===== config.mk =====
export PLATFORM = sky130hd
export DESIGN_NAME = uart_tx_arb
export DESIGN_NICKNAME = d
export VERILOG_FILES = /design/src/rtl/uart_tx_arb_pkg.sv /design/src/rtl/uart_tx_arb.sv
export SDC_FILE = /design/constraint.sdc
export NUM_CORES = 1
export LEC_CHECK = 0
export ABC_AREA = 0
export ABC_CLOCK_PERIOD_IN_PS = 2600
export CORE_ASPECT_RATIO = 0.7
export CORE_MARGIN = 10
export CORE_UTILIZATION = 48
export CTS_CLUSTER_DIAMETER = 60
export DETAILED_ROUTE_END_ITERATION = 10
export PLACE_DENSITY = 0.78
export SLEW_MARGIN = 15
export SYNTH_ARGS = -nofsm -noshare
export SYNTH_HDL_FRONTEND = slang
export SYNTH_SLANG_ARGS = --single-unit
export TNS_END_PERCENT = 30

===== constraint.sdc =====
create_clock -name clk -period 2.6 [get_ports clk]
set_input_delay 0.52 -clock clk [delete_from_list [all_inputs] [get_ports clk]]
set_output_delay 0.52 -clock clk [all_outputs]
set_load 0.05 [all_outputs]

===== src/rtl/uart_tx_arb_pkg.sv =====
// Shared definitions for the two-requester UART transmit arbiter.
package uart_tx_arb_pkg;

   // Default number of idle OWN cycles before a grant is forcibly released
   localparam logic [15:0] TIMEOUT_DEFAULT = 16'd50000;

   // IDLE: nobody granted; OWN: granted, no byte in flight; XFER: byte in flight
   typedef enum logic [1:0] {
      ST_IDLE = 2'd0,
      ST_OWN  = 2'd1,
      ST_XFER = 2'd2
   } state_e;

endpackage


===== src/rtl/uart_tx_arb.sv =====
// Two-requester round-robin arbiter in front of a UART transmitter byte port.
// A granted requester may stream bytes one at a time; the grant is released at
// end of packet, when the requester lets go, or after TIMEOUT idle OWN cycles.
module uart_tx_arb
   import uart_tx_arb_pkg::*;
#(
   parameter logic [15:0] TIMEOUT = TIMEOUT_DEFAULT
) (
   input  logic       clk,
   input  logic       rst,
   input  logic       req0,
   input  logic       req1,
   input  logic       wr0,
   input  logic       wr1,
   input  logic [7:0] data0,
   input  logic [7:0] data1,
   input  logic       last0,
   input  logic       last1,
   output logic       gnt0,
   output logic       gnt1,
   output logic       done0,
   output logic       done1,
   output logic [7:0] tx_data,
   output logic       tx_wr,
   input  logic       tx_done,
   output logic       busy,
   output logic       timeout_evt
);

   state_e      state_q, state_d;
   logic        gnt0_q, gnt0_d;
   logic        gnt1_q, gnt1_d;
   logic        done0_q, done0_d;
   logic        done1_q, done1_d;
   logic [7:0]  tx_data_q, tx_data_d;
   logic        tx_wr_q, tx_wr_d;
   logic        busy_q, busy_d;
   logic        timeout_evt_q, timeout_evt_d;
   logic [15:0] cnt_q, cnt_d;
   logic        last_served_q, last_served_d;
   logic        last_byte_q, last_byte_d;

   logic        owner;
   logic        own_req;
   logic        own_wr;
   logic [7:0]  own_data;
   logic        own_last;
   logic        pick;

   // The current owner is requester 1 exactly when gnt1 is held
   assign owner    = gnt1_q;
   assign own_req  = owner ? req1  : req0;
   assign own_wr   = owner ? wr1   : wr0;
   assign own_data = owner ? data1 : data0;
   assign own_last = owner ? last1 : last0;

   // On a tie the requester not served last wins; otherwise whoever is asking
   assign pick = (req0 && req1) ? ~last_served_q : req1;

   // Next-state and next-output computation; pulses default low every cycle
   always_comb begin
      state_d       = state_q;
      gnt0_d        = gnt0_q;
      gnt1_d        = gnt1_q;
      tx_data_d     = tx_data_q;
      tx_wr_d       = 1'b0;
      done0_d       = 1'b0;
      done1_d       = 1'b0;
      timeout_evt_d = 1'b0;
      cnt_d         = cnt_q;
      last_served_d = last_served_q;
      last_byte_d   = last_byte_q;
      case (state_q)
         ST_IDLE: begin
            if (req0 || req1) begin
               gnt0_d        = ~pick;
               gnt1_d        = pick;
               last_served_d = pick;
               cnt_d         = 16'd0;
               state_d       = ST_OWN;
            end
         end
         ST_OWN: begin
            if (own_wr) begin
               tx_data_d   = own_data;
               tx_wr_d     = 1'b1;
               last_byte_d = own_last;
               state_d     = ST_XFER;
            end else if (!own_req) begin
               gnt0_d  = 1'b0;
               gnt1_d  = 1'b0;
               state_d = ST_IDLE;
            end else if (cnt_q == TIMEOUT - 16'd1) begin
               gnt0_d        = 1'b0;
               gnt1_d        = 1'b0;
               timeout_evt_d = 1'b1;
               state_d       = ST_IDLE;
            end else begin
               cnt_d = cnt_q + 16'd1;
            end
         end
         ST_XFER: begin
            if (tx_done) begin
               done0_d = ~owner;
               done1_d = owner;
               if (last_byte_q || !own_req) begin
                  gnt0_d  = 1'b0;
                  gnt1_d  = 1'b0;
                  state_d = ST_IDLE;
               end else begin
                  cnt_d   = 16'd0;
                  state_d = ST_OWN;
               end
            end
         end
         default: begin
            gnt0_d  = 1'b0;
            gnt1_d  = 1'b0;
            state_d = ST_IDLE;
         end
      endcase
      busy_d = (state_d != ST_IDLE);
   end

   // Register state and every output; reset forgets any byte in flight
   always_ff @(posedge clk) begin
      if (rst) begin
         state_q       <= ST_IDLE;
         gnt0_q        <= 1'b0;
         gnt1_q        <= 1'b0;
         done0_q       <= 1'b0;
         done1_q       <= 1'b0;
         tx_data_q     <= 8'h00;
         tx_wr_q       <= 1'b0;
         busy_q        <= 1'b0;
         timeout_evt_q <= 1'b0;
         cnt_q         <= 16'd0;
         last_served_q <= 1'b1;
         last_byte_q   <= 1'b0;
      end else begin
         state_q       <= state_d;
         gnt0_q        <= gnt0_d;
         gnt1_q        <= gnt1_d;
         done0_q       <= done0_d;
         done1_q       <= done1_d;
         tx_data_q     <= tx_data_d;
         tx_wr_q       <= tx_wr_d;
         busy_q        <= busy_d;
         timeout_evt_q <= timeout_evt_d;
         cnt_q         <= cnt_d;
         last_served_q <= last_served_d;
         last_byte_q   <= last_byte_d;
      end
   end

   assign gnt0        = gnt0_q;
   assign gnt1        = gnt1_q;
   assign done0       = done0_q;
   assign done1       = done1_q;
   assign tx_data     = tx_data_q;
   assign tx_wr       = tx_wr_q;
   assign busy        = busy_q;
   assign timeout_evt = timeout_evt_q;

endmodule


==> results.toml <==
[run_status]
run_status = "completed"

[power]
power_frac_clock_pct = 35.7
internal_power_mw = 1.01
power.leakage_nw = 0.719
p_per_area_nw_per_um2 = 635
swShare_pct = 28.5
irDropWorstVdd_mv = 0.484
pwr-share-seq_pct = 42.2
combPwrFrac_pct = 22.2
switchingPower_mw = 0.402

[floorplan]
die_h_um = 68.9
die_area_um2 = 6200
die_x_um = 89.9
fp.coreArea_um2 = 3210
start_util_pct = 51.1
core.rowCount = 17
ios = 40

[finish]
drive_above_1_share_pct = 10.4
n_antenna_cell = 0
regArea_um2 = 701
nNetsFinal = 256
area.growth.synth_to_final_pct = 35.2
final.fill_count = 279
multi_input_area_um2 = 888

[synth]
synth.avg_cell_area_um2 = 8.78
synth_nets = 213
synth_top_area_share_pct = 42.7
yosysSeqAreaShare_pct = 42.7
synth_largest_area_cell = "dfxtp_1"
synth_ff_type = "dfxtp_1"
yosys_warnings = 0
async_reset_ff_share_pct = 0
syn_inst = 187
syn-cell-area_um2 = 1640
synthTopCellsByArea = "dfxtp_1 (43%), mux2i_1 (6.7%), a21oi_1 (5.5%), or3_1 (5.0%), o21ai_0 (4.9%)"
ys_seq_elements = 35
synthDistinctLibCells = 44
synth_edf_count = 0

[cts]
cts_buffers = 5
cts_tree = "done"
post-cts-setup-buffer-count = 0
clk_path_buf_depth = 2
cts_resized = 0
hold_buffers = 0
clk_pin_slew_worst_paths_ns = 0.07
root_buffer = "clkbuf_8"
cts.sinks = 35
clk_latency_ns = 0.29
cts_htree_levels = 2

[placement]
place_ws_ns = 0.0159
gp_congestion = 0.850
io_buffer_count = 39
dp_hpwl_mm = 3.51

[sta]
period_minus_slack_ns = 2.28
max_slew.worst_pin.slew_ns = 0.533
fmaxAchievable_mhz = 439
finalCritPeriodShare_pct = 87.7
setup_viol_count_final = 0
clock_skew_ns = 0.00713
drv_slew = 0
fin_ws_ns = 0.321
slew_headroom_pct = 64.3
hold_viol_final = 0
tns_ns = 0
rsz0062_at_grt = "false"

[worst_setup_path]
slowest_stage = "clkdlybuf4s50_1"
max_stage_delay_ns = 0.90
r2r_cells = 5
crit_type = "flip-flop to output pin"
rr_startpoint = "cnt_q[11]$_SDFFE_PP0P_"
endpoint = "gnt1"
crit_start = "gnt1$_SDFFE_PP0P_"
path_delay_family = "buffers and inverters"
rrSetupSlack_ns = 0.39
r2r_end = "gnt0$_SDFFE_PP0P_"
start_kind = "flip-flop"
worstPathBufferInverterCount = 1
required_ns = 2.08
cp.depth = 1
path_max_fanout = 10
endpoint_kind = "output pin"
cp_data_arrival_time_ns = 1.76
crit_chain = "clkdlybuf4s50_1"

[detailed_routing]
drtAntennaViolNets = 0
wl_per_cell_um = 16.2
num_vias = 1585
dr.pass1.iters = 4
avgViaCountPerCell = 5.70
drcViolationCount = 0
drt_iter0_markers = 100
routed_wl_mm = 4.50

[global_route]
antenna_found_initial = 0
overflow = 0
grt_max_degree = 21
grt_pass1_wl_mm = 7.94
grt_usage_pct = 15.9
grt_pass1_vias = 1653

[flow_run]
cap_violations = 0

[worst_hold_path]
min_path_type = "flip-flop to flip-flop"
==> state kept, by name, indices dropped and copies added (netlist names) <==
name           cells
gnt1               1
cnt_q             16
done1              1
tx_wr              1
done0              1
timeout_evt        1
tx_data            8
last_served_q      1
last_byte_q        1
state_q            2
busy               1
gnt0               1
==> through the flow <==
step | hold slack, ns | util (%) | cells | instance area [um^2] | power, mW
global placement | 0.471 | 65.2 | 269 | 2090 | 0.901
global route | 0.525 | 69.1 | 278 | 2220 | 1.48
detailed placement | 0.481 | 65.2 | 269 | 2090 | 0.912
floorplan | 0.458 | - | 187 | 1640 | 0.796
CTS | 0.492 | 68.9 | 277 | 2210 | 1.42
finish | 0.484 | 69.1 | 278 | 2220 | 1.41
==> layout by cell type, fill, tap and decap left out, types with 2 or more instances in the layout <==
master           count
nor3b_1              2
nand2b_1             4
nor3_1               4
buf_4                7
or3_1               13
inv_1                3
clkdlybuf4s50_1     39
nor2_1              18
dfxtp_1             35
nand3_1              6
nand4_1              2
a211oi_1             9
or2_2                4
mux2i_1             11
nand2_1              5
o21ai_0             16
a21oi_1             18
and3_1               3
clkbuf_8             6
==> layer usage <==
| layer | part of all wire, % | up-vias | GRT usage, % |
|---|---|---|---|
| met5 | 0 | - | 0 |
| met4 | 0.53 | 0 | 7.31 |
| met3 | 5.2 | 2 | 3.99 |
| met2 | 51 | 34 | 28.4 |
| met1 | 43 | 769 | 18.1 |
| li1 | - | 780 | - |
==> how the worst min path moves through the flow <==
stage                           startpoint                      to  slack (ns)  depth (start not counted)
finish                   gnt0$_SDFFE_PP0P_       gnt0$_SDFFE_PP0P_        0.48                          2
global route             gnt0$_SDFFE_PP0P_       gnt0$_SDFFE_PP0P_        0.53                          2
CTS                      gnt0$_SDFFE_PP0P_       gnt0$_SDFFE_PP0P_        0.49                          2
detailed placement       gnt0$_SDFFE_PP0P_       gnt0$_SDFFE_PP0P_        0.48                          2
global placement         gnt0$_SDFFE_PP0P_       gnt0$_SDFFE_PP0P_        0.47                          2
floorplan           cnt_q[15]$_SDFFE_PP0P_  cnt_q[15]$_SDFFE_PP0P_        0.46                          2
==> cells in the mapped netlist (all sizes together) (2+ instances only) <==
master    n
a211oi    9
mux2i    11
or2       4
dfxtp    35
nand2     5
clkbuf    7
inv       3
o2111ai   2
buf       3
or4b      2
nand4     2
nor2     18
a21oi    18
and3      3
nor3b     2
nand2b    4
nor3      4
or3      13
o21ai    16
nand3     6
==> power groups by stage <==
stage	clock network (mW)	logic [mW]	registers (mW)
2_1_floorplan	0	0.132	0.665
3_3_place_gp	0	0.297	0.603
3_5_place_dp	0	0.306	0.606
4_1_cts	0.516	0.308	0.594
5_1_grt	0.546	0.337	0.599
6_report	0.503	0.312	0.595
==> logic make-up after synthesis <==
family,count (synthesis),synth area share (%)
simple gates,70,24.0
compound gates,55,21.4
buf+inv,13,3.20
mux,12,7.39
fa+ha+maj,1,0.762
flops,35,42.7
xor+xnor,1,0.534
==> cell type report <==
type	instances	share of cell area [%]
multi-input cells	139	40.0
flip-flops and latches	35	31.6
repair buffers	46	20.0
clock buffers	6	3.72
well taps	47	2.65
clock inverters	2	1.58
inverters	3	0.507
Power figures use the tool's default switching activity.
==> variant (config.mk and constraints unchanged) <==
Register the output `timeout_evt` once more, with the module's reset; this adds one clock of latency there. The other outputs are not delayed to match.
--- a/src/rtl/uart_tx_arb.sv
+++ b/src/rtl/uart_tx_arb.sv
@@ -160,7 +160,13 @@
    assign tx_data     = tx_data_q;
    assign tx_wr       = tx_wr_q;
    assign busy        = busy_q;
-   assign timeout_evt = timeout_evt_q;
+   always_ff @(posedge clk) begin
+      if (rst) begin
+         timeout_evt <= '0;
+      end else begin
+         timeout_evt <= timeout_evt_q;
+      end
+   end
 
 endmodule
 
Behaviour: same outputs for any inputs over 10 cycles, from zero or initial values and one cycle with rst high; that may be too few to reach the edited logic, so the function may still have changed.
==> variant against the unedited design <==
  * Total power fell by 6.3%
  * Combinational power down 2%
  * Via count rose by 1.3%
  * Cell area decreased by 0.62%
  * Wire length rose by 1.0%
  * Synthesized area up 1.5%
  * Count of clock-buffer cells in the layout unchanged
  * Sequential share of layout area up 1.1 points
  * Setup slack got worse by 0.13 ns
  * Sequential cell count increased by 1
  * Critical endpoint is now cnt_q[6]$_SDFFE_PP0P_
  * Largest cell class unchanged
==> variant: results (changes against the unedited design) <==
[final_layout]
fillerInstances = 261  ; -6.5%

[synthesis]
synth_nets = 215  ; +0.94%
synth.avg_cell_area_um2 = 8.82  ; +0.45%
synth.area.mux_share_pct = 7.28  ; -0.11 points
synthTopCellsByArea = dfxtp_1, mux2i_1, a21oi_1, or3_1, o21ai_0
synth-compound-area-share_pct = 21.1  ; -0.32 points
ys_top_cells_by_count = dfxtp_1, a21oi_1, nor2_1, o21ai_0, or3_1

[setup_path]
critPathMaxFanout = 12  ; +2
crit_end = cnt_q[6]$_SDFFE_PP0P_
reg2reg_from = cnt_q[12]$_SDFFE_PP0P_
rr_endpoint = cnt_q[6]$_SDFFE_PP0P_
slowest_stage = o211ai_1
cp_data_arrival_time_ns = 2.63  ; +0.87 ns
worstSetupPathType = reg2reg
reg2reg_slack_ns = 0.19  ; -0.20 ns

[outcome]
status = finished, final reports clean

[global_routing]
use_met3_pct = 4.20  ; +0.22 points
grt_use_met1_pct = 17.5  ; -0.62 points
met2_usage_pct = 23.9  ; -4.5 points
grt_use_total_pct = 14.4  ; -1.5 points
grt_pass1_wl_mm = 7.56  ; -4.8%
grt_pass1_vias = 1500  ; -9.3%

[power]
swShare_pct = 30.5  ; +2.0 points
seq_power_uw = 611  ; +3%
vdd_drop_max_v = 0.000320  ; -34%

[routing]
routed-wl-met3_um = 344  ; +48%
drtIter0Drc = 132  ; +32%
wire_per_inst_um = 16.4  ; +1.0%
wl_mm = 4.55  ; +1.0%

[sta]
fin_ws_ns = 0.187  ; -0.134 ns
skew_ns = 0.00553  ; -0.00160 ns
slew_headroom_pct = 56.3  ; -8.1 points

[worst_hold_path]
min-delay-start = timeout_evt_q$_SDFF_PP0_
hold_end = timeout_evt$_SDFF_PP0_

[placed_design]
dp_slack_ns = -0.0458  ; -0.0617 ns
dp_cells = 270  ; +0.37%
dp_hpwl_mm = 3.57  ; +1.8%
dpl-instance-area_um2 = 2110  ; +0.90%
routabilityCongestion = 0.860  ; +1.1%

[variant: area by class of cell]
cell class | instances | share of cell area [%]
Inverter | 3 | 0.510
Timing Repair Buffer | 44 | 19.4
Clock buffer | 6 | 3.74
Clock inverter | 2 | 0.454
Multi-Input combinational cell | 140 | 40.6
Tap cell | 47 | 2.67
Sequential cell | 36 | 32.7
[variant: kinds of logic (layout without fill, tap and decap cells)]
| family | after synthesis | count (layout) |
|---|---|---|
| simple gates | 71 | 71 |
| flops | 36 | 36 |
| compound gates | 55 | 55 |
| fa+ha+maj | 1 | 1 |
| mux | 12 | 12 |
| buf+inv | 13 | 55 |
| xor+xnor | 1 | 1 |
[variant: metrics by stage]
stage / hold WS [ns] / power [mW] / util [%]
final: 0.459 / 1.32 / 68.2
after global routing: 0.480 / 1.38 / 68.2
after CTS: 0.457 / 1.33 / 68.2
after detailed placement: 0.441 / 0.927 / 65.4
after global placement: 0.421 / 0.915 / 65.4
after floorplan: 0.414 / 0.812 / -
